`src/rtl/cnn_argmax_counter.sv`:
```
// cnn_argmax_counter: scans the final-layer logits from the output memory,
// picks the arg-max class and reports it as a card. When the CARD_COUNT_EN
// macro is defined, it also keeps a Hi-Lo running count and a cards-seen
// counter. Without the macro, both counters read as constant 0 and
// clear_count is ignored.
module cnn_argmax_counter #(
    parameter int N_CLASSES = 53,
    parameter int ADDR_W    = 19,
    parameter int BASE_ADDR = 0,
    parameter int THRESH    = -128
) (
    input  logic              clk,
    input  logic              reset,
    input  logic              start,
    input  logic              clear_count,
    output logic [ADDR_W-1:0] rd_addr,
    input  logic [7:0]        rd_data,
    output logic              busy,
    output logic              done,
    output logic [5:0]        class_idx,
    output logic [7:0]        class_score,
    output logic              card_valid,
    output logic [7:0]        running_count,
    output logic [15:0]       cards_seen
);

    typedef enum logic [1:0] {S_IDLE, S_SCAN, S_DRAIN, S_DONE} state_t;

    localparam logic [5:0]        LAST_IDX = 6'(N_CLASSES - 1);
    localparam logic [5:0]        N_CARDS  = 6'd52;
    localparam logic [ADDR_W-1:0] BASE     = ADDR_W'(BASE_ADDR);
    localparam logic signed [7:0] THRESH_S = 8'(THRESH);

    state_t            state_q, state_d;
    logic              launch;
    logic [5:0]        idx_q;
    logic [3:0]        rank_q;
    logic [ADDR_W-1:0] rd_addr_q;
    logic              cmp_vld_q;
    logic [5:0]        cmp_idx_q;
    logic [3:0]        cmp_rank_q;
    logic [5:0]        best_idx_q, best_idx_d;
    logic [7:0]        best_score_q, best_score_d;
    logic [3:0]        best_rank_q, best_rank_d;
    logic              update;
    logic              card_valid_d;
    logic [5:0]        class_idx_q;
    logic [7:0]        class_score_q;
    logic              card_valid_q;

    // State register.
    always_ff @(posedge clk) begin
        if (reset) state_q <= S_IDLE;
        else       state_q <= state_d;
    end

    // Next-state logic; a start is only accepted in IDLE or DONE.
    always_comb begin
        state_d = state_q;
        launch  = 1'b0;
        case (state_q)
            S_IDLE: begin
                if (start) begin
                    state_d = S_SCAN;
                    launch  = 1'b1;
                end
            end
            S_SCAN:  if (idx_q == LAST_IDX) state_d = S_DRAIN;
            S_DRAIN: state_d = S_DONE;
            S_DONE: begin
                if (start) begin
                    state_d = S_SCAN;
                    launch  = 1'b1;
                end else begin
                    state_d = S_IDLE;
                end
            end
            default: state_d = S_IDLE;
        endcase
    end

    assign busy    = (state_q == S_SCAN) || (state_q == S_DRAIN);
    assign done    = (state_q == S_DONE);
    assign rd_addr = rd_addr_q;
    assign update  = (state_q == S_DRAIN);

    // Address/index walker. The rank counter wraps 12->0 alongside the index, so index mod 13 needs no divider.
    always_ff @(posedge clk) begin
        if (reset || launch) begin
            idx_q     <= '0;
            rank_q    <= '0;
            rd_addr_q <= BASE;
        end else if (state_q == S_SCAN && idx_q != LAST_IDX) begin
            idx_q     <= idx_q + 6'd1;
            rank_q    <= (rank_q == 4'd12) ? 4'd0 : rank_q + 4'd1;
            rd_addr_q <= rd_addr_q + 1'b1;
        end
    end

    // Delay the issued index by one cycle to line it up with the memory read latency.
    always_ff @(posedge clk) begin
        if (reset) begin
            cmp_vld_q  <= 1'b0;
            cmp_idx_q  <= '0;
            cmp_rank_q <= '0;
        end else begin
            cmp_vld_q  <= (state_q == S_SCAN);
            cmp_idx_q  <= idx_q;
            cmp_rank_q <= rank_q;
        end
    end

    // Running best: load on the first logit, then replace only on a strictly greater score.
    always_comb begin
        best_idx_d   = best_idx_q;
        best_score_d = best_score_q;
        best_rank_d  = best_rank_q;
        if (cmp_vld_q && (cmp_idx_q == 6'd0 ||
                          $signed(rd_data) > $signed(best_score_q))) begin
            best_idx_d   = cmp_idx_q;
            best_score_d = rd_data;
            best_rank_d  = cmp_rank_q;
        end
    end

    // Best-so-far registers.
    always_ff @(posedge clk) begin
        if (reset) begin
            best_idx_q   <= '0;
            best_score_q <= '0;
            best_rank_q  <= '0;
        end else begin
            best_idx_q   <= best_idx_d;
            best_score_q <= best_score_d;
            best_rank_q  <= best_rank_d;
        end
    end

    // The last compare lands in DRAIN, so the results take the combinational best.
    assign card_valid_d = (best_idx_d < N_CARDS) && ($signed(best_score_d) >= THRESH_S);

    // Result registers, loaded on the DRAIN->DONE edge.
    always_ff @(posedge clk) begin
        if (reset) begin
            class_idx_q   <= '0;
            class_score_q <= '0;
            card_valid_q  <= 1'b0;
        end else if (update) begin
            class_idx_q   <= best_idx_d;
            class_score_q <= best_score_d;
            card_valid_q  <= card_valid_d;
        end
    end

    assign class_idx   = class_idx_q;
    assign class_score = class_score_q;
    assign card_valid  = card_valid_q;

`ifdef CARD_COUNT_EN
    logic signed [1:0] hilo_delta;
    logic signed [8:0] count_sum;
    logic [7:0]        count_sat;
    logic [7:0]        running_count_q;
    logic [15:0]       cards_seen_q;

    // Hi-Lo weight: cards 2-6 count +1, 7-9 count 0, and ten through ace count -1.
    always_comb begin
        hilo_delta = -2'sd1;
        if (best_rank_d >= 4'd1 && best_rank_d <= 4'd5)      hilo_delta = 2'sd1;
        else if (best_rank_d >= 4'd6 && best_rank_d <= 4'd8) hilo_delta = 2'sd0;
        count_sum = $signed({running_count_q[7], running_count_q}) +
                    {{7{hilo_delta[1]}}, hilo_delta};
        count_sat = count_sum[7:0];
        if (count_sum > 9'sd127)       count_sat = 8'h7f;
        else if (count_sum < -9'sd128) count_sat = 8'h80;
    end

    // Counters; a clear wins over a coincident update.
    always_ff @(posedge clk) begin
        if (reset || clear_count) begin
            running_count_q <= '0;
            cards_seen_q    <= '0;
        end else if (update && card_valid_d) begin
            running_count_q <= count_sat;
            cards_seen_q    <= cards_seen_q + 16'd1;
        end
    end

    assign running_count = running_count_q;
    assign cards_seen    = cards_seen_q;
`else
    logic unused_count_inputs;
    assign unused_count_inputs = ^{clear_count, best_rank_q};
    assign running_count       = '0;
    assign cards_seen          = '0;
`endif

endmodule

```
`config.mk`:
```
export PLATFORM = sky130hd
export DESIGN_NAME = cnn_argmax_counter
export DESIGN_NICKNAME = d
export VERILOG_FILES = /design/src/rtl/cnn_argmax_counter.sv
export SDC_FILE = /design/constraint.sdc
export NUM_CORES = 1
export LEC_CHECK = 0
export ABC_AREA = 1
export CAP_MARGIN = 30
export CORE_AREA = 10 10 91 113
export DETAILED_ROUTE_END_ITERATION = 16
export DIE_AREA = 0 0 101 123
export PLACE_DENSITY = 0.67
export REMOVE_ABC_BUFFERS = 1
export SLEW_MARGIN = 15
export SYNTH_ARGS = -nofsm -noshare
export SYNTH_HDL_FRONTEND = slang
export SYNTH_SLANG_ARGS = --single-unit
```
`constraint.sdc`:
```
create_clock -name clk -period 4 [get_ports clk]
set_input_delay 1.2 -clock clk [delete_from_list [all_inputs] [get_ports clk]]
set_output_delay 1.2 -clock clk [all_outputs]
set_load 0.02 [all_outputs]
```
# Yosys cells after proc, flatten, opt, wreduce, memory -nomap -nowiden
# Cells that the tools add are included.
# totals
wordCells	40
rom_bits	0
in_bits	12
reg_bits	63
output_inout_bits	60
latchBits	0
mem_bits_rw	0
mem_count	0
# op_classes
bitwise	0
n_addsub	2
n_eq_ne	7
n_shift	0
mux	8
magnitude_cmp	3
n_reduce_logical	10
div_mod_pow	0
multipliers	0
# op_table
operator	n
$add 19x1->19 const B	1
$ge 8x8->1 const B	1
$gt 8x8->1	1
$mux 8	1
$pmux 2 s4	1
$add 6x1->6 const B	1
$eq 6x6->1 const B	1
$logic_not 6->1	1
$lt 6x6->1 const B	1
$mux 6	1
$ne 6x6->1 const B	1
$eq 2x2->1 const B	2
$mux 2	2
$ne 2x2->1 const B	2
$logic_and 1x1->1	3
$logic_or 1x1->1	3
$mux 1	3
$eq 2x1->1 const B	1
$logic_not 2->1	1
$reduce_and 2->1	1
$reduce_or 2->1	1

# Longest topological paths before layout
# logic_depth
word_depth	6
mapped_depth	19
mapped_depth_nobuf	19

# Least setup slack after synthesis
# OpenSTA, ideal clock, no wires.
# synth_timing
path_kind	input-to-reg
start	in rd_data[7]
end	reg class_idx_q[0] (netlist: class_idx[0])
stages	12
slack_ps	1267
arrival_time_ps	2620
t_required_ps	3887
path_cell_list	ha_1 a21o_1 nor2_1 nand2_1 nand2_1 nand3_1 nand2_2 nand2_4 buf_6 o21a_1 o21ai_1 inv_1
# synth_between
elab_chain_cells	4
# synth_lines
element	line_no	rtl
start: declaration	17	input logic [7:0] rd_data,
$gt 8x8->1	119	$signed(rd_data) > $signed(best_score_q))) begin
$logic_or 1x1->1	118	if (cmp_vld_q && (cmp_idx_q == 6'd0 ||
$logic_and 1x1->1	118	
$mux 6	118	
end signal: assignment	149	class_idx_q <= best_idx_d;
end: declaration	47	logic [5:0] class_idx_q;
# No other way between the ends.
# A chain may end at the register's enable or synchronous reset.

# Worst setup path after layout
# layout_timing
start	in rd_data[7]
end	reg card_valid_q (netlist: card_valid)
# layout_between
elab_chain_cells	6
word_cells_on_any_way	8
# layout_lines
element	line_no	rtl
$gt 8x8->1	119	
$logic_or 1x1->1	118	
$logic_and 1x1->1	118	
$mux 8 or $mux 6 (tied branches)	118	
$ge 8x8->1 or $lt 6x6->1 (tied branches)	140	assign card_valid_d = (best_idx_d < N_CARDS) && ($signed(best_score_d) >= THRESH_S);
$logic_and 1x1->1 (*)	140	
end signal: assignment	151	card_valid_q <= card_valid_d;
end: declaration	49	logic card_valid_q;
# Every way passes the cells marked *; elsewhere a longest branch is shown, timed or not.

==> run metrics <==
# diodes 0; flop2flop setup slack between 1.5 and 2 ns; HPWL after DPL 4.97 mm; total routed wirelength 6.56 mm; Final #Nets ~490; Post-Place Cell Area 3610 sq um; synthesized cell area around 3200 sq um; initial core utilization 38.9%; vias in the first global route 2473; root buf cell clkbuf_8; fillers between 800 and 900; GRT Util Overall between 10% and 20%; total gr overflow 0; Sw Ratio ~35%; pwr dens ~570 nW/um^2; Post-Route Utilization a little under half; largest net degree at the start of global routing 34; total negative setup slack 0 ns; Vias/cell between 4 and 5; Reg power frac 35.7%; Synth Register Bits 63; # hold bufs at CTS 0; Die ar. between 10000 and 15000 sq um; CP Max Fanout 24; Rel. slew slack 47.9%; TritonRoute pass-1 iters 4; Iter 0 DRT Violations 77; Clock power frac ~31%; IO buf count 46; layout cells sized above 1 roughly 8.3%; row count 37; Fin. Hold Viols 0; RD Place Congestion 0.802; initial antenna violation count 0; Post-CTS Setup Repair Bufs 0; DRC Markers 0; Final Max Slew Viols 0; Worst Clk Skew about 0.0073 ns; number of synthesized flops with an enable pin 0; cell taking the most area after synthesis dfxtp_1; Final Instance Area 3850 sq um; Yosys Warn Count 0; chip height approximately 120 um; Top Ports 72; RSZ-0062 raised after global routing false; CP startpoint kind input port; post-route ant nets 0; max_cap viols 0; Logic pwr share 33.6%; Worst Path Arrival roughly 3.3 ns; Avg Inst Size Synth ~7.5 sq um; Min Hold Slack between 0.4 and 0.5 ns; Synth cell types 34; Core ar. between 8000 and 9000 sq um; Yosys top cell area share between 30% and 40%; mean routed wirelength per cell about 12 um; peak supply drop approximately 0.25 mV; clk sinks 63; Clk Latency, worst-skew pair about 0.34 ns; Tmin final a little over 3 ns; ys async rst share 0%; Crit Path Category in2reg; Finished Layout Cells 567; CTS max path bufs 2; first-pass GRT wire length 10.9 mm; worst min path class reg2reg; most frequent cell after synthesis nor2_1; final setup fails 0; final period utilization 76.9%; DP Cell Count about 550; CTS buffer count 9; total number of vias 2593; Int Pwr around 1.4 mW; Lkg Pwr 1.73 nW; Syn Inst Count 418; post-cts gate resize count 0; Max Clk Rate around 330 MHz; Top FF cell, synth dfxtp_1; status completed; register area share after synthesis approximately two fifths; CTS tree done; H-tree depth 3; Worst setup EP type flop; Worst Path Required ~4.2 ns; P_sw 758 uW; CTS clk-pin slew, worst paths 0.08 ns; Die W between 100 and 150 um; Worst Max-Slew Pin Slew 0.777 ns; Area Overhead vs Synth 22.0%; synth cell count leaders nor2_1 (65), dfxtp_1 (63), inv_1 (61); top post-synthesis cells by area dfxtp_1 (40%), nor2_1 (7.7%), inv_1 (7.3%)
==> stage by stage <==
stage | power (mW) | worst slack, ns
final | 2.19 | 0.924
after global placement | 1.53 | 0.606
after global routing | 2.35 | 0.629
after CTS | 2.22 | 0.910
after floorplan | 1.29 | 1.28
after detailed placement | 1.55 | 0.550
==> area by class of cell <==
cell class | instances | area (sq um) | area share [%]
clock inverters | 7 | 120 | 3.12
repair buffers | 49 | 483 | 12.5
flip-flops and latches | 63 | 1260 | 32.8
multi-input cells | 274 | 1490 | 38.6
clock buffers | 9 | 124 | 3.22
inverters | 68 | 255 | 6.63
well taps | 97 | 121 | 3.15
==> state kept, by name, indices dropped and copies added, names as in the netlist <==
| register | cells |
|---|---|
| best_idx_q | 6 |
| best_score_q | 8 |
| card_valid | 1 |
| class_idx | 6 |
| class_score | 8 |
| cmp_idx_q | 6 |
| cmp_vld_q | 1 |
| idx_q | 6 |
| rd_addr | 19 |
| state_q | 2 |
==> cells in the final DEF, fill, tap and decap left out, types with 4 or more instances in the layout <==
master	netlist	layout
a21oi_1	19	19
nor2_1	65	65
nor3b_1	4	4
o21ai_0	7	7
inv_1	61	61
nand2_1	58	58
o211ai_1	4	4
conb_1	1	24
xor2_1	7	7
ha_1	16	16
nor3_1	8	8
inv_2	7	7
o21a_1	10	10
clkbuf_8	0	9
dfxtp_1	63	63
clkdlybuf4s50_1	0	46
o21ai_1	11	11
nand3_1	16	16
==> critical path: stages <==
cell	delay (ns)
clkdlybuf4s50_1	0.43
ha_1	0.35
a21o_1	0.19
nor2_1	0.14
nand3_1	0.09
nand3_1	0.12
nand2_2	0.11
nand2_4	0.22
nand2_1	0.11
nand3_1	0.12
nand3_1	0.08
nor2_1	0.09
nor2_1	0.04
==> layer usage <==
metal | track usage, % | up-vias | wire, um
met5 | 0 | - | 0
met4 | 5.24 | 0 | 128
met3 | 3.68 | 11 | 523
met2 | 19.2 | 54 | 3270
met1 | 10.6 | 1175 | 2650
li1 | - | 1353 | -
==> logic make-up after synthesis <==
logic type               count (synthesis)  share of synthesized area [%]
buffers and inverters                  104                           15.7
flip-flops                              63                           40.0
AO/OA/AOI/OAI                           55                           10.1
AND/OR/NAND/NOR                        170                           25.3
XOR/XNOR                                 9                           2.50
adder cells (fa/ha/maj)                 16                           6.34
other                                    1                          0.119
==> power by group through the flow <==
stage | clock network, mW | logic [mW] | registers, mW
after global routing | 0.712 | 0.845 | 0.797
after floorplan | 0 | 0.433 | 0.853
after global placement | 0 | 0.733 | 0.794
after CTS | 0.686 | 0.754 | 0.784
after detailed placement | 0 | 0.751 | 0.798
final | 0.672 | 0.737 | 0.783
==> path summary, 6_finish.rpt <==
check | startpoint | cells after the start | endpoint
setup reg to reg | state_q[0]$_SDFFE_PP0P_ | 6 | rd_addr[13]$_SDFFE_PP0P_
hold reg to reg | idx_q[4]$_SDFFE_PP0P_ | 2 | cmp_idx_q[4]$_SDFF_PP0_
setup / recovery | rd_data[7] | 13 | card_valid$_SDFFE_PP0N_
hold / removal | idx_q[4]$_SDFFE_PP0P_ | 2 | cmp_idx_q[4]$_SDFF_PP0_
(Power assumes the default switching activity.)
